`src/rtl/byte_fifo.sv`:
```
`default_nettype none
// ============================================================================
// Module      : byte_fifo
// Description : Single-clock byte FIFO with synchronous flush and
//               asynchronous active-high reset. A push into a full FIFO is
//               accepted when a pop happens in the same cycle.
// Ports       : clk, rst        - clock, async active-high reset
//               i_flush         - empty the FIFO (overrides push/pop)
//               i_push, i_din   - write request and data
//               i_pop           - read request (head advances)
//               o_dout          - current head byte
//               o_full, o_empty - occupancy flags
// Revision    : 1.0 - initial release
// ============================================================================
module byte_fifo #(
    parameter int DEPTH = 16
) (
    input  logic       clk,
    input  logic       rst,
    input  logic       i_flush,
    input  logic       i_push,
    input  logic [7:0] i_din,
    input  logic       i_pop,
    output logic [7:0] o_dout,
    output logic       o_full,
    output logic       o_empty
);

    localparam int C_AW = $clog2(DEPTH);

    // Pointers carry one extra wrap bit so full and empty are distinguishable.
    logic [C_AW:0] r_wr_ptr;
    logic [C_AW:0] r_rd_ptr;
    logic [7:0]    r_mem [DEPTH];

    logic w_do_pop;
    logic w_do_push;

    assign o_empty  = (r_wr_ptr == r_rd_ptr);
    assign o_full   = (r_wr_ptr[C_AW] != r_rd_ptr[C_AW]) &&
                      (r_wr_ptr[C_AW-1:0] == r_rd_ptr[C_AW-1:0]);
    assign w_do_pop  = i_pop && !o_empty;
    assign w_do_push = i_push && (!o_full || w_do_pop);
    assign o_dout    = r_mem[r_rd_ptr[C_AW-1:0]];

    always_ff @(posedge clk or posedge rst) begin
        if (rst) begin
            r_wr_ptr <= '0;
            r_rd_ptr <= '0;
        end else if (i_flush) begin
            r_wr_ptr <= '0;
            r_rd_ptr <= '0;
        end else begin
            if (w_do_push) begin
                r_wr_ptr <= r_wr_ptr + 1'b1;
            end
            if (w_do_pop) begin
                r_rd_ptr <= r_rd_ptr + 1'b1;
            end
        end
    end

    // Storage needs no reset; the pointers define what is valid.
    always_ff @(posedge clk) begin
        if (w_do_push && !i_flush) begin
            r_mem[r_wr_ptr[C_AW-1:0]] <= i_din;
        end
    end

endmodule : byte_fifo
`default_nettype wire

```
`config.mk`:
```
export PLATFORM = sky130hd
export DESIGN_NAME = byte_fifo
export DESIGN_NICKNAME = d
export VERILOG_FILES = /design/src/rtl/byte_fifo.sv
export SDC_FILE = /design/constraint.sdc
export NUM_CORES = 1
export LEC_CHECK = 0
export CAP_MARGIN = 20
export CORE_MARGIN = 2
export CORE_UTILIZATION = 60
export DETAILED_ROUTE_END_ITERATION = 12
export DONT_BUFFER_PORTS = 1
export PLACE_DENSITY_LB_ADDON = 0.25
export SYNTH_ARGS = -nofsm -noshare
export SYNTH_HDL_FRONTEND = slang
export SYNTH_SLANG_ARGS = --single-unit
```
`constraint.sdc`:
```
create_clock -name clk -period 2.8 [get_ports clk]
set_clock_uncertainty 0.15 [all_clocks]
set_input_delay 0.14 -clock clk [delete_from_list [all_inputs] [get_ports clk]]
set_output_delay 0.14 -clock clk [all_outputs]
set_load 0.01 [all_outputs]
```
======== Word-level counts from Yosys, hierarchy flattened ========
Memories as Yosys holds them, arrays and structs flattened.
Index checks and enable logic that the tools add are counted.
storage, ports and cells
  output and inout port bits .............. 10
  input bits .............................. 13
  word-level logic and storage cells ...... 24
  memories ................................ 1
  bits in writable memories ............... 128
  bits in registers ....................... 10
cells by class
  add/sub/neg operators ................... 2
  multiplexer cells ....................... 6
  reductions and logical operators ........ 10
  equal/unequal tests ..................... 3
memories
  memory  depth  width  rd ports  clocked after Yosys merged registers in  write ports  RTL line  text
  r_mem   16     8      1         0                                        1            34        logic [7:0] r_mem [DEPTH];
operators with widths
  cell                                                           count
  5-bit 2-to-1 mux                                               4
  5-bit by 1-bit adder with 5-bit output, second input constant  2
  5-bit == test                                                  1
  4-bit == test                                                  1
  1-bit logical AND                                              4
  2-bit nonzero test                                             2
  1-bit logical NOT                                              3
  1-bit 2-to-1 mux                                               2
  1-bit logical OR                                               1
  1-bit != test                                                  1

======== Longest topological paths before layout ========
Gate-level depths: netlist (run 1).
  depth after elaboration ................. 8
  gate-level depth with buffers ........... 7
  mapped depth without buffers ............ 5

======== Worst setup path before layout (run 1) ========
Ideal clock, no wire load.
  path kind ............................... flip-flop to flip-flop
  start ................................... register r_rd_ptr[4]
  end ..................................... memory r_mem[0][0] (enable)
  arrival time ............................ 1.839 ns
  clock period less this slack ............ 2.373 ns
  cell stages (with the launch flop) ...... 6
  buffers on the path ..................... 0
  data required time ...................... 2.267 ns
  path slack .............................. 0.427 ns
  path through ............................ dfrtp_1 xnor2_1 nor2_1 a21oi_1 nand2_1 nor3_1
on the way
  longest elaborated chain between the ends .. 8
  elaborated cells between the ends (all ways) .. 11
  classes of those cells .................. eq/ne: 2; mux: 2; reduce/logical: 7
ends and longest elaborated chain
  item                                                           RTL line  text
  start: declaration                                             33        logic [C_AW:0] r_rd_ptr;
  start signal: assignment                                       58        r_rd_ptr <= r_rd_ptr + 1'b1;
  5-bit == test / 1-bit != test (equally long branches)          39, 40
  1-bit logical NOT / 1-bit logical AND (equally long branches)  42, 40
  1-bit logical AND / 1-bit logical NOT (equally long branches)  42, 43
  1-bit logical OR (*)                                           43        assign w_do_push = i_push && (!o_full || w_do_pop);
  1-bit logical AND (*)                                          43
  1-bit logical AND (*)                                          65        if (w_do_push && !i_flush) begin
  1-bit 2-to-1 mux (*)                                           65
  1-bit 2-to-1 mux (implied by the code) (*)                     66        r_mem[r_wr_ptr[C_AW-1:0]] <= i_din;
  end: declaration                                               34
Every way passes the cells marked *; elsewhere a longest branch is shown, timed or not.

======== Worst setup path in the final report (run 1) ========
  start ................................... register r_rd_ptr[0]
  end ..................................... output o_dout[2]
on the way
  longest elaborated chain between the ends .. 1
ends and longest elaborated chain
  item               RTL line  text
  memory 16 x 8 bit  n/a
  end: declaration   24        output logic [7:0] o_dout,
No other way between the ends.

==> results by group, run 1 <==
Global routing
  • First-pass GRT wire length: about 17 mm
  • Largest net degree at the start of global routing: 36
  • GR Overflow Total: 0
  • Number of antenna violations at the first check in global routing: 0
  • Overall routing resource usage: between 20% and 30%
  • Vias in the first global route: roughly 3,000

Routing
  • Drt initial violations: about 240
  • Final WL: 11.4 mm
  • Routed vias: around 2,900
  • WL per Instance: between 20 and 25 µm
  • DRT Pass-1 Iters: 4
  • Routed Antenna Nets: 0
  • Vias per Instance: 6.04
  • DR DRC count: 0

Timing
  • Setup_tns: 0 ns
  • RSZ-0062 raised after global routing: false
  • Fin crit share: 96.8%
  • Final Hold Vio Count: 0
  • Final setup violation count: 0
  • Min Tclk post-route: ~2.7 ns
  • Highest Clock Rate: ~370 MHz
  • Slew HR: 54.0%
  • Final Max Tran Viols: 0
  • Measured slew at the worst slew-check pin: about 0.69 ns

Place
  • Final HPWL DP: between 7 and 8 mm
  • Port bufs: 0
  • Gpl congestion: around 0.85
  • Area after DPL: 5930 µm²

Floorplanning
  • Core Rows: 35
  • Die width: a little over 100 µm
  • Die height: slightly above 100 µm
  • Initial Util: about three fifths
  • IO Pins: 23
  • Full die area: slightly above 10,000 µm²
  • Core Box Area: just over 9000 µm²

Pwr
  • Switch Pwr: 0.00127 W
  • Switching share of total power: roughly 26%
  • Pwr/cell area: 747 nW/µm²
  • VDD IR max: 0.000508 V
  • LEAKAGE: 2.15 nW
  • Combinational Power Share: 12.8%
  • Clock Power Share: between 40% and 50%
  • Reg power frac: 46.4%
  • Pint: around 0.0037 W

Layout
  • Layout cells sized above 1: between 20% and 30%
  • Finished Cell Area: 6640 µm²
  • Diode count: 0
  • Area growth syn-to-layout: 16.5%
  • Final nets: 354

CTS
  • H-tree Lvls: 4
  • # Post-CTS Setup Buffers: 0
  • CTS tree: yes
  • Clock Tree Root: clkbuf_8
  • CTS clk-pin slew, worst paths: 0.06 ns
  • CTS buffer count: 17
  • Sink Count: 138
  • Clk buf depth: 2
  • Clk Latency, worst-skew pair: 0.51 ns

Setup path
  • CP Max Fanout: 8
  • Worst EP arrival: 2.42 ns
  • Worst Path Required: between 2 and 3 ns
  • CP startpoint kind: flop
  • Setup crit end kind: output port
  • Kind of critical path: flop to output port

Synthesis
  • Ys async rst share: 7.25%
  • Library cells used by synthesis: 33
  • #FFs+latches synth: about 140
  • Yosys warnings: 0
  • Cells after synthesis: 296
  • Mapped Nets: roughly 310
  • Register area share after synthesis: between 70% and 80%
  • Main synth FF type: edfxtp_1
  • Post-synth EDFFs: approximately 130
  • Cell area after synthesis: 5700 µm²
  • Syn Area/Cell: 19.3 µm²

Run
  • Max Cap Viol: 0

Run status
  • Status: completed

Hold path
  • HP Class: input pin to flop
-- timing repair --
item                                    CTS  global route
endpoints found under the setup margin    0             3
endpoints found under the hold margin   180             0
resized for setup                         0             3
hold buffers                             15             0
-- state kept, by name (all words and copies together), names as in the netlist --
| register | cells |
|---|---|
| r_rd_ptr | 5 |
| r_wr_ptr | 5 |
| r_mem | 128 |
-- critical path: stages (launching register included) --
cell      delay (ns)
dfrtp_2         0.46
buf_4           0.24
mux4_2          0.52
nor2b_1         0.16
a211oi_1        0.36
a21oi_1         0.16
-- power groups by stage --
stage / Clock [W] / Combinational, W / Sequential, W
after floorplan: 0 / 0.000466 / 0.00233
after global placement: 0 / 0.000567 / 0.00234
after detailed placement: 0 / 0.000576 / 0.00234
after CTS: 0.00205 / 0.000637 / 0.00230
after global routing: 0.00214 / 0.000685 / 0.00230
final: 0.00203 / 0.000635 / 0.00230
-- final cells by class --
cell class	count	area, µm²
sequential	138	4100
fill	559	2600
multi-input combinational	139	1500
clock buffer	17	414
timing repair buffer	37	332
tap	129	161
clock inverter	15	129
inverter	3	11.3
-- per-layer routing --
metal,wire length (µm),track usage (%)
met1,4590,35.1
met2,5630,37.2
met3,909,4.97
met4,310,12.0
met5,0,0
-- synthesized netlist by cell type (3+ instances only) --
library cell	count	share of area, %
clkbuf_1	7	0.46
nand2_1	5	0.33
a211oi_1	9	1.2
a21oi_1	12	1.1
nor3_1	3	0.26
mux2i_1	10	1.8
xnor2_1	4	0.61
buf_6	5	0.99
nand2b_1	3	0.33
dfrtp_1	10	4.4
edfxtp_1	128	67
nor2b_1	9	0.99
inv_1	3	0.20
mux4_2	32	13
nor2_1	23	1.5
ha_1	5	1.1
xor2_1	4	0.61
xnor2_2	4	1.1
-- cells in the final DEF, fill, tap and decap left out, types with 2 or more instances in the layout --
| cell type | count |
|---|---|
| nand2_1 | 5 |
| dlygate4sd3_1 | 15 |
| inv_1 | 3 |
| a21oi_1 | 12 |
| clkinvlp_4 | 4 |
| ha_1 | 5 |
| xnor2_1 | 4 |
| nand3_1 | 2 |
| mux2i_1 | 10 |
| o21ai_0 | 2 |
| nor3_1 | 3 |
| nor2_1 | 23 |
| dfrtp_1 | 9 |
| inv_6 | 6 |
| xor2_1 | 4 |
| a211oi_1 | 7 |
| nand2b_1 | 3 |
| nor2b_1 | 9 |
| inv_8 | 3 |
| mux4_2 | 32 |
| xnor2_2 | 4 |
| a211oi_2 | 2 |
| buf_4 | 20 |
| edfxtp_1 | 128 |
| clkbuf_16 | 16 |
| o211ai_1 | 2 |
-- kinds of logic after synthesis --
| kind of cell | Yosys count | share of synthesized area (%) |
|---|---|---|
| AO/OA/AOI/OAI | 26 | 3.05 |
| XOR/XNOR | 12 | 2.37 |
| adder cells (fa/ha/maj) | 5 | 1.10 |
| buffers and inverters | 19 | 2.09 |
| flip-flops | 138 | 71.8 |
| multiplexers | 43 | 14.7 |
| AND/OR/NAND/NOR | 53 | 4.90 |
-- path summary, 6_finish.rpt --
kind                                    startpoint                       to  slack [ns]  cells past startpoint
setup / recovery           r_rd_ptr[0]$_DFFE_PP0P_                o_dout[2]        0.09                      5
hold / removal                             i_flush  r_wr_ptr[1]$_DFFE_PP0P_        0.38                      2
setup reg to reg           r_wr_ptr[2]$_DFFE_PP0P_  r_wr_ptr[4]$_DFFE_PP0P_        0.18                      6
hold reg to reg            r_rd_ptr[4]$_DFFE_PP0P_  r_rd_ptr[4]$_DFFE_PP0P_        0.50                      2
max in group asynchronous                      rst  r_rd_ptr[0]$_DFFE_PP0P_        1.67                      3
min in group asynchronous                      rst  r_rd_ptr[1]$_DFFE_PP0P_        0.46                      3
-- metrics by stage --
stage	setup WS (ns)	cells	utilization (%)	total power [W]	hold WS (ns)
floorplan	0.427	296	-	0.00280	-0.170
global placement	0.535	431	64.2	0.00291	-0.116
detailed placement	0.491	431	64.2	0.00292	-0.106
CTS	0.0416	478	71.7	0.00498	0.359
global route	0.0152	478	71.8	0.00512	0.394
finish	0.0906	478	71.8	0.00496	0.382
Power figures use the tool's default switching activity.
==> run 2: changes to the inputs <==
--- a/config.mk
+++ b/config.mk
@@ -6,6 +6,7 @@
 export NUM_CORES = 1
 export LEC_CHECK = 0
 export CAP_MARGIN = 20
+export CORE_ASPECT_RATIO = 1.5
 export CORE_MARGIN = 2
 export CORE_UTILIZATION = 60
 export DETAILED_ROUTE_END_ITERATION = 12
==> run 2 against run 1 <==
Net effect: the flow now finishes with violations (negative hold slack); fmax up 4.4%; worst setup slack gained 0.11 ns; flip-flop and latch count is the same; total power grew 4.5%; critical path depth is the same; global-route usage is 1.2 points lower; register-to-register slack gained 0.05 ns; worst hold slack got worse by 0.38 ns; non-clock buffer count decreased by 4; combinational power decreased by 6.8%; critical endpoint is now o_dout[7]; largest cell class unchanged.
==> results by group, run 2 (same netlist as run 1, synthesis figures left out) <==
CTS
  • CTS buffer count: 17 (unchanged)
  • Clock Tree Root: clkbuf_16
  • Clk Latency, worst-skew pair: 0.41 ns (-0.10 ns)
  • # Post-CTS Setup Buffers: 0 (unchanged)
  • CTS clk-pin slew, worst paths: 0.06 ns (about the same)
  • CTS tree: yes
  • H-tree Lvls: 4 (unchanged)
  • Clk buf depth: 2 (unchanged)
  • Sink Count: 138 (unchanged)

Pwr
  • LEAKAGE: 2.17 nW (+0.64%)
  • Reg power frac: 44.3% (-2.1 points)
  • Final Total Pwr: 0.00519 W (+4.5%)
  • Pint: 0.00404 W (+9.4%)
  • Switch Pwr: 0.00114 W (-9.7%)
  • Switching share of total power: 22.1% (-3.5 points)
  • VDD IR max: 0.000669 V (+32%)
  • Combinational Power Share: 11.4% (-1.4 points)
  • Pwr/cell area: 780 nW/µm² (+4.4%)
  • Clock Power Share: 44.3% (+3.5 points)

Layout
  • Max reg flops: 128 (unchanged)
  • Commonest cells after routing, fill and taps aside: edfxtp_1, mux4_2, nor2_1
  • Diode count: 0 (unchanged)
  • Commonest non-fill, non-tap cell in the layout: edfxtp_1
  • Number of fill cells: 554 (-0.89%)
  • Layout cells sized above 1: 27.5% (-0.54 points)
  • Final nets: 350 (-1.1%)
  • Area growth syn-to-layout: 16.7%
  • Finished Cell Area: 6650 µm² (+0.17%)

Global routing
  • Vias in the first global route: 3,039 (+2.2%)
  • First-pass GRT wire length: 17.0 mm (-2.9%)
  • Overall routing resource usage: 23.5% (-1.2 points)
  • GR Overflow Total: 0 (unchanged)
  • Largest net degree at the start of global routing: 36 (unchanged)
  • Number of antenna violations at the first check in global routing: 0 (unchanged)

Timing
  • Final Hold Vio Count: 4 (+4)
  • Measured slew at the worst slew-check pin: 0.652 ns (-0.0353 ns)
  • Worst setup margin: 0.204 ns (+0.113 ns)
  • Highest Clock Rate: 385 MHz (+4.4%)
  • Setup_tns: 0 ns (unchanged)
  • RSZ-0062 raised after global routing: false
  • Min Tclk post-route: 2.60 ns (-0.113 ns)
  • Final Max Tran Viols: 0 (unchanged)
  • Worst Hold Slack: -0.00106 ns (-0.383 ns)
  • Fin crit share: 92.7% (-4.0 points)
  • Slew HR: 56.4% (+2.4 points)
  • Final setup violation count: 0 (unchanged)

Floorplanning
  • Die height: 123 µm (+22%)
  • IO Pins: 23 (unchanged)
  • Core Box Area: 9250 µm² (+0.15%)
  • Initial Util: 61.6% (-0.092 points)
  • Core Rows: 43 (+23%)
  • Die width: 83.6 µm (-18%)
  • Full die area: 10,300 µm² (+0.16%)

Place
  • Port bufs: 0 (unchanged)
  • DP Worst Slack: 0.486 ns (-0.00586 ns)
  • Gpl congestion: 0.784 (-7.4%)
  • Final HPWL DP: 6.39 mm (-8.7%)
  • Area after DPL: 5900 µm² (-0.61%)

Routing
  • Routed vias: 2,773 (-3.9%)
  • Routed Antenna Nets: 0 (unchanged)
  • Final WL: 10.7 mm (-6.2%)
  • Met3 Routed Length: 516 µm (-43%)
  • Met2 WL: 6.01 mm (+6.8%)
  • Drt initial violations: 228 (-3.4%)
  • DR DRC count: 0 (unchanged)
  • Top Metal Used: met4
  • Met1 WL: 4.05 mm (-12%)
  • DRT Pass-1 Iters: 7 (+3)
  • WL per Instance: 23.5 µm (-1.9%)
  • Vias per Instance: 6.07 (+0.53%)

Setup path
  • Worst Path Required: 2.51 ns (about the same)
  • CP startpoint kind: flop
  • R2R depth: 6 (unchanged)
  • FF-to-FF setup slack: 0.23 ns (+0.05 ns)
  • Worst EP arrival: 2.31 ns (-0.11 ns)
  • Critical R2R Capture: r_rd_ptr[1]$_DFFE_PP0P_
  • Kind of critical path: flop to output port
  • CP Max Fanout: 35 (+27)
  • Origin of the critical flop-to-flop path: r_wr_ptr[2]$_DFFE_PP0P_
  • Setup crit end kind: output port

Hold path
  • HP Class: input pin to asynchronous set/reset pin

Run status
  • Status: finished, violations left
  • Failing checks: negative hold slack

Run
  • Max Cap Viol: 0 (unchanged)
[run 2: changes by cell type in the layout (fill, tap and decap cells not counted), moves of 2 or more]
cell / previous run / this run
dlygate4sd3_1: 15 / 13
a211oi_1: 7 / 9
clkinv_2: 0 / 3
inv_8: 3 / 0
bufinv_16: 0 / 4
inv_6: 6 / 1
a211oi_2: 2 / 0
[run 2: power by group through the flow]
stage	combinational, W	clock, W	sequential (W)
finish	0.000592	0.00230	0.00230
global route	0.000642	0.00240	0.00230
CTS	0.000603	0.00233	0.00230
detailed placement	0.000548	0	0.00234
global placement	0.000540	0	0.00234
floorplan	0.000466	0	0.00233
[run 2: area by class of cell]
class | count | area (µm²) | share of cell area (%)
well taps | 112 | 140 | 2.11
flip-flops and latches | 138 | 4100 | 61.6
inverters | 3 | 11.3 | 0.169
repair buffers | 33 | 293 | 4.40
clock buffers | 17 | 425 | 6.40
clock inverters | 15 | 199 | 2.99
multi-input cells | 139 | 1490 | 22.4
[run 2: metrics by stage]
step / std cells / hold slack, ns / util [%]
5_1_grt: 457 / 0.0481 / 71.9
4_1_cts: 457 / 0.00311 / 71.9
3_3_place_gp: 412 / -0.116 / 63.7
3_5_place_dp: 412 / -0.107 / 63.7
6_report: 457 / -0.00106 / 71.9
2_1_floorplan: 296 / -0.170 / -
[run 2: repair_timing]
item                      CTS  global route
hold buffers               13             0
gates resized for setup     0             0
hold endpoints to repair  148             0
[run 2: per-layer routing]
layer / GRT usage [%] / vias up
li1: - / 1248
met1: 27.7 / 1427
met2: 41.1 / 86
met3: 5.94 / 12
met4: 10.4 / 0
met5: 0 / -
[run 2: worst max-delay path, stage by stage (launching register included)]
cell and delay (ns):
dfrtp_2 0.40, buf_12 0.28, mux4_2 0.55, nor2b_1 0.15, a211oi_1 0.33, a21oi_1 0.15
[run 2: worst max path at each step]
stage	startpoint	end	slack, ns	depth (start not counted)
final	r_rd_ptr[0]$_DFFE_PP0P_	o_dout[7]	0.20	5
after global routing	r_rd_ptr[0]$_DFFE_PP0P_	o_dout[6]	0.06	5
after CTS	r_rd_ptr[0]$_DFFE_PP0P_	o_dout[6]	0.14	5
after detailed placement	r_wr_ptr[2]$_DFFE_PP0P_	r_mem[7][4]$_DFFE_PP_	0.49	6
after global placement	r_wr_ptr[2]$_DFFE_PP0P_	r_mem[3][6]$_DFFE_PP_	0.55	6
after floorplan	r_rd_ptr[4]$_DFFE_PP0P_	r_mem[0][0]$_DFFE_PP_	0.43	5
==> run 3: changes to the inputs <==
--- a/config.mk
+++ b/config.mk
@@ -9,9 +9,10 @@
 export CORE_ASPECT_RATIO = 1.5
 export CORE_MARGIN = 2
 export CORE_UTILIZATION = 60
+export CTS_CLUSTER_SIZE = 14
 export DETAILED_ROUTE_END_ITERATION = 12
 export DONT_BUFFER_PORTS = 1
-export PLACE_DENSITY_LB_ADDON = 0.25
+export PLACE_DENSITY = 0.77
 export SYNTH_ARGS = -nofsm -noshare
 export SYNTH_HDL_FRONTEND = slang
 export SYNTH_SLANG_ARGS = --single-unit
==> run 3 against run 2 <==
Net effect: the run now ends clean; via count rose by 2.6%; worst hold slack improved by 0.041 ns; clock power fell by 14%; largest power group unchanged; highest routed layer unchanged.
==> results by group, run 3 (same netlist as run 1, synthesis figures left out) <==
Run status
  • Status: completed

CTS
  • # Post-CTS Setup Buffers: 0 (unchanged)
  • Clk Latency, worst-skew pair: 0.41 ns (about the same)
  • Clock Tree Root: clkbuf_16
  • CTS buffer count: 17 (unchanged)
  • CTS tree: yes
  • H-tree Lvls: 4 (unchanged)
  • Clk buf depth: 2 (unchanged)
  • Sink Count: 138 (unchanged)
  • CTS hold repair buffers: 14 (+1)
  • Resized Gates After CTS: 0 (unchanged)
  • CTS clk-pin slew, worst paths: 0.05 ns (about the same)

Routing
  • Final WL: 11.0 mm (+2.2%)
  • Vias per Instance: 6.17 (+1.7%)
  • DR DRC count: 0 (unchanged)
  • WL per Instance: 23.8 µm (+1.3%)
  • Routed Antenna Nets: 0 (unchanged)
  • Drt initial violations: 231 (+1.3%)
  • DRT Pass-1 Iters: 4 (-3)
  • Routed vias: 2,845 (+2.6%)

Timing
  • Measured slew at the worst slew-check pin: 0.657 ns (+0.00440 ns)
  • Final Hold Vio Count: 0 (-4)
  • Setup_tns: 0 ns (unchanged)
  • Slew HR: 56.1% (-0.29 points)
  • Min Tclk post-route: 2.54 ns (-0.0526 ns)
  • Final Max Tran Viols: 0 (unchanged)
  • Fin crit share: 90.8% (-1.9 points)
  • Highest Clock Rate: 393 MHz (+2.1%)
  • RSZ-0062 raised after global routing: false
  • Final setup violation count: 0 (unchanged)

Floorplanning
  • Core Rows: 43 (unchanged)
  • Core Box Area: 9250 µm² (unchanged)
  • Die height: 123 µm (unchanged)
  • Full die area: 10,300 µm² (unchanged)
  • Die width: 83.6 µm (unchanged)
  • Initial Util: 61.6% (unchanged)
  • IO Pins: 23 (unchanged)

Layout
  • Number of fill cells: 562 (+1.4%)
  • Multi-input logic area: 1490 µm² (unchanged)
  • Final nets: 354 (+1.1%)
  • Commonest non-fill, non-tap cell in the layout: edfxtp_1
  • Commonest cells after routing, fill and taps aside: edfxtp_1, mux4_2, nor2_1
  • Max reg flops: 128 (unchanged)
  • Diode count: 0 (unchanged)
  • Final Non-Filler Cells: 461 (+0.88%)
  • Storage cell area: 4100 µm² (unchanged)
  • Area growth syn-to-layout: 15.7%
  • Layout cells sized above 1: 27.2% (-0.32 points)

Pwr
  • Pwr/cell area: 739 nW/µm² (-5.2%)
  • VDD IR max: 0.000752 V (+12%)
  • LEAKAGE: 2.15 nW (-0.62%)

Setup path
  • Setup crit end kind: output port
  • Top delay family on crit path: multiplexers
  • CP Max Fanout: 35 (unchanged)
  • Crit-path slowest cell: mux4_2
  • CP peak stage delay: 0.53 ns (-0.02 ns)
  • CP startpoint kind: flop
  • Crit path cell chain: buf_12 -> mux4_2 -> nor2b_1 -> a211oi_1 -> a21oi_1
  • Worst EP arrival: 2.25 ns (-0.06 ns)
  • Worst Path Required: 2.51 ns (about the same)
  • WP buf/inv: 1 (unchanged)
  • Kind of critical path: flop to output port

Place
  • Port bufs: 0 (unchanged)
  • Placed insts: 415 (+0.73%)
  • Gpl congestion: 0.927 (+18%)
  • Final HPWL DP: 6.78 mm (+6.0%)

Global routing
  • Vias in the first global route: 2,954 (-2.8%)
  • Largest net degree at the start of global routing: 36 (unchanged)
  • GR Overflow Total: 0 (unchanged)
  • First-pass GRT wire length: 16.6 mm (-2.2%)
  • Overall routing resource usage: 23.0% (-0.51 points)
  • Number of antenna violations at the first check in global routing: 0 (unchanged)

Hold path
  • HP Class: input pin to flop

Run
  • Max Cap Viol: 0 (unchanged)
==> run 3: cell types whose count changed in the layout (fill, tap and decap cells not counted), sizes merged, moves of 2 or more <==
cell and delta:
clkinvlp -2, buf +3, bufinv -3, clkinv +5
==> run 3: routing by layer <==
metal / track usage, % / wire [µm] / vias to the layer above
met5: 0 / 0 / -
met2: 37.1 / 5760 / 105
met3: 7.61 / 723 / 17
met4: 10.8 / 293 / 0
li1: - / - / 1265
met1: 28.4 / 4180 / 1458
==> run 3: cell type report <==
class	count	area share, %
Inverter	3	0.171
Sequential cell	138	62.1
Timing Repair Buffer	37	4.93
Clock buffer	18	6.51
Tap cell	112	2.12
Multi-Input combinational cell	139	22.5
Clock inverter	14	1.63
==> run 3: tightest hold or removal path, cell delays in order <==
cell	delay (ns)
nor2_1	0.04
a21oi_1	0.18
xnor2_1	0.10
nor2_1	0.09
==> run 3: per-stage QoR <==
| stage | power (W) | utilization, % | setup slack [ns] | hold slack, ns | instance area (µm²) |
|---|---|---|---|---|---|
| after floorplan | 0.00280 | - | 0.427 | -0.170 | 5700 |
| after global placement | 0.00288 | 64.0 | 0.375 | -0.134 | 5920 |
| after detailed placement | 0.00289 | 64.0 | 0.272 | -0.119 | 5920 |
| after CTS | 0.00492 | 71.3 | 0.227 | 0.0144 | 6600 |
| after global routing | 0.00504 | 71.3 | 0.123 | 0.0721 | 6600 |
| final | 0.00488 | 71.3 | 0.257 | 0.0399 | 6600 |
==> run 3: report_power, final <==
part	total, W	switching, W	internal [W]
sequential	0.00230	0.0000177	0.00228
clock	0.00198	0.000780	0.00120
combinational	0.000597	0.000311	0.000286
==> run 3: final timing paths <==
| kind | depth (start not counted) | start | slack [ns] | end |
|---|---|---|---|---|
| hold / removal | 4 | i_pop | 0.04 | r_wr_ptr[2]$_DFFE_PP0P_ |
| max in group asynchronous | 3 | rst | 1.57 | r_rd_ptr[0]$_DFFE_PP0P_ |
| min in group asynchronous | 3 | rst | 0.57 | r_rd_ptr[4]$_DFFE_PP0P_ |
| setup reg to reg | 5 | r_wr_ptr[2]$_DFFE_PP0P_ | 0.27 | r_mem[3][7]$_DFFE_PP_ |
| hold reg to reg | 2 | r_rd_ptr[4]$_DFFE_PP0P_ | 0.51 | r_rd_ptr[4]$_DFFE_PP0P_ |
| setup / recovery | 5 | r_rd_ptr[0]$_DFFE_PP0P_ | 0.26 | o_dout[2] |
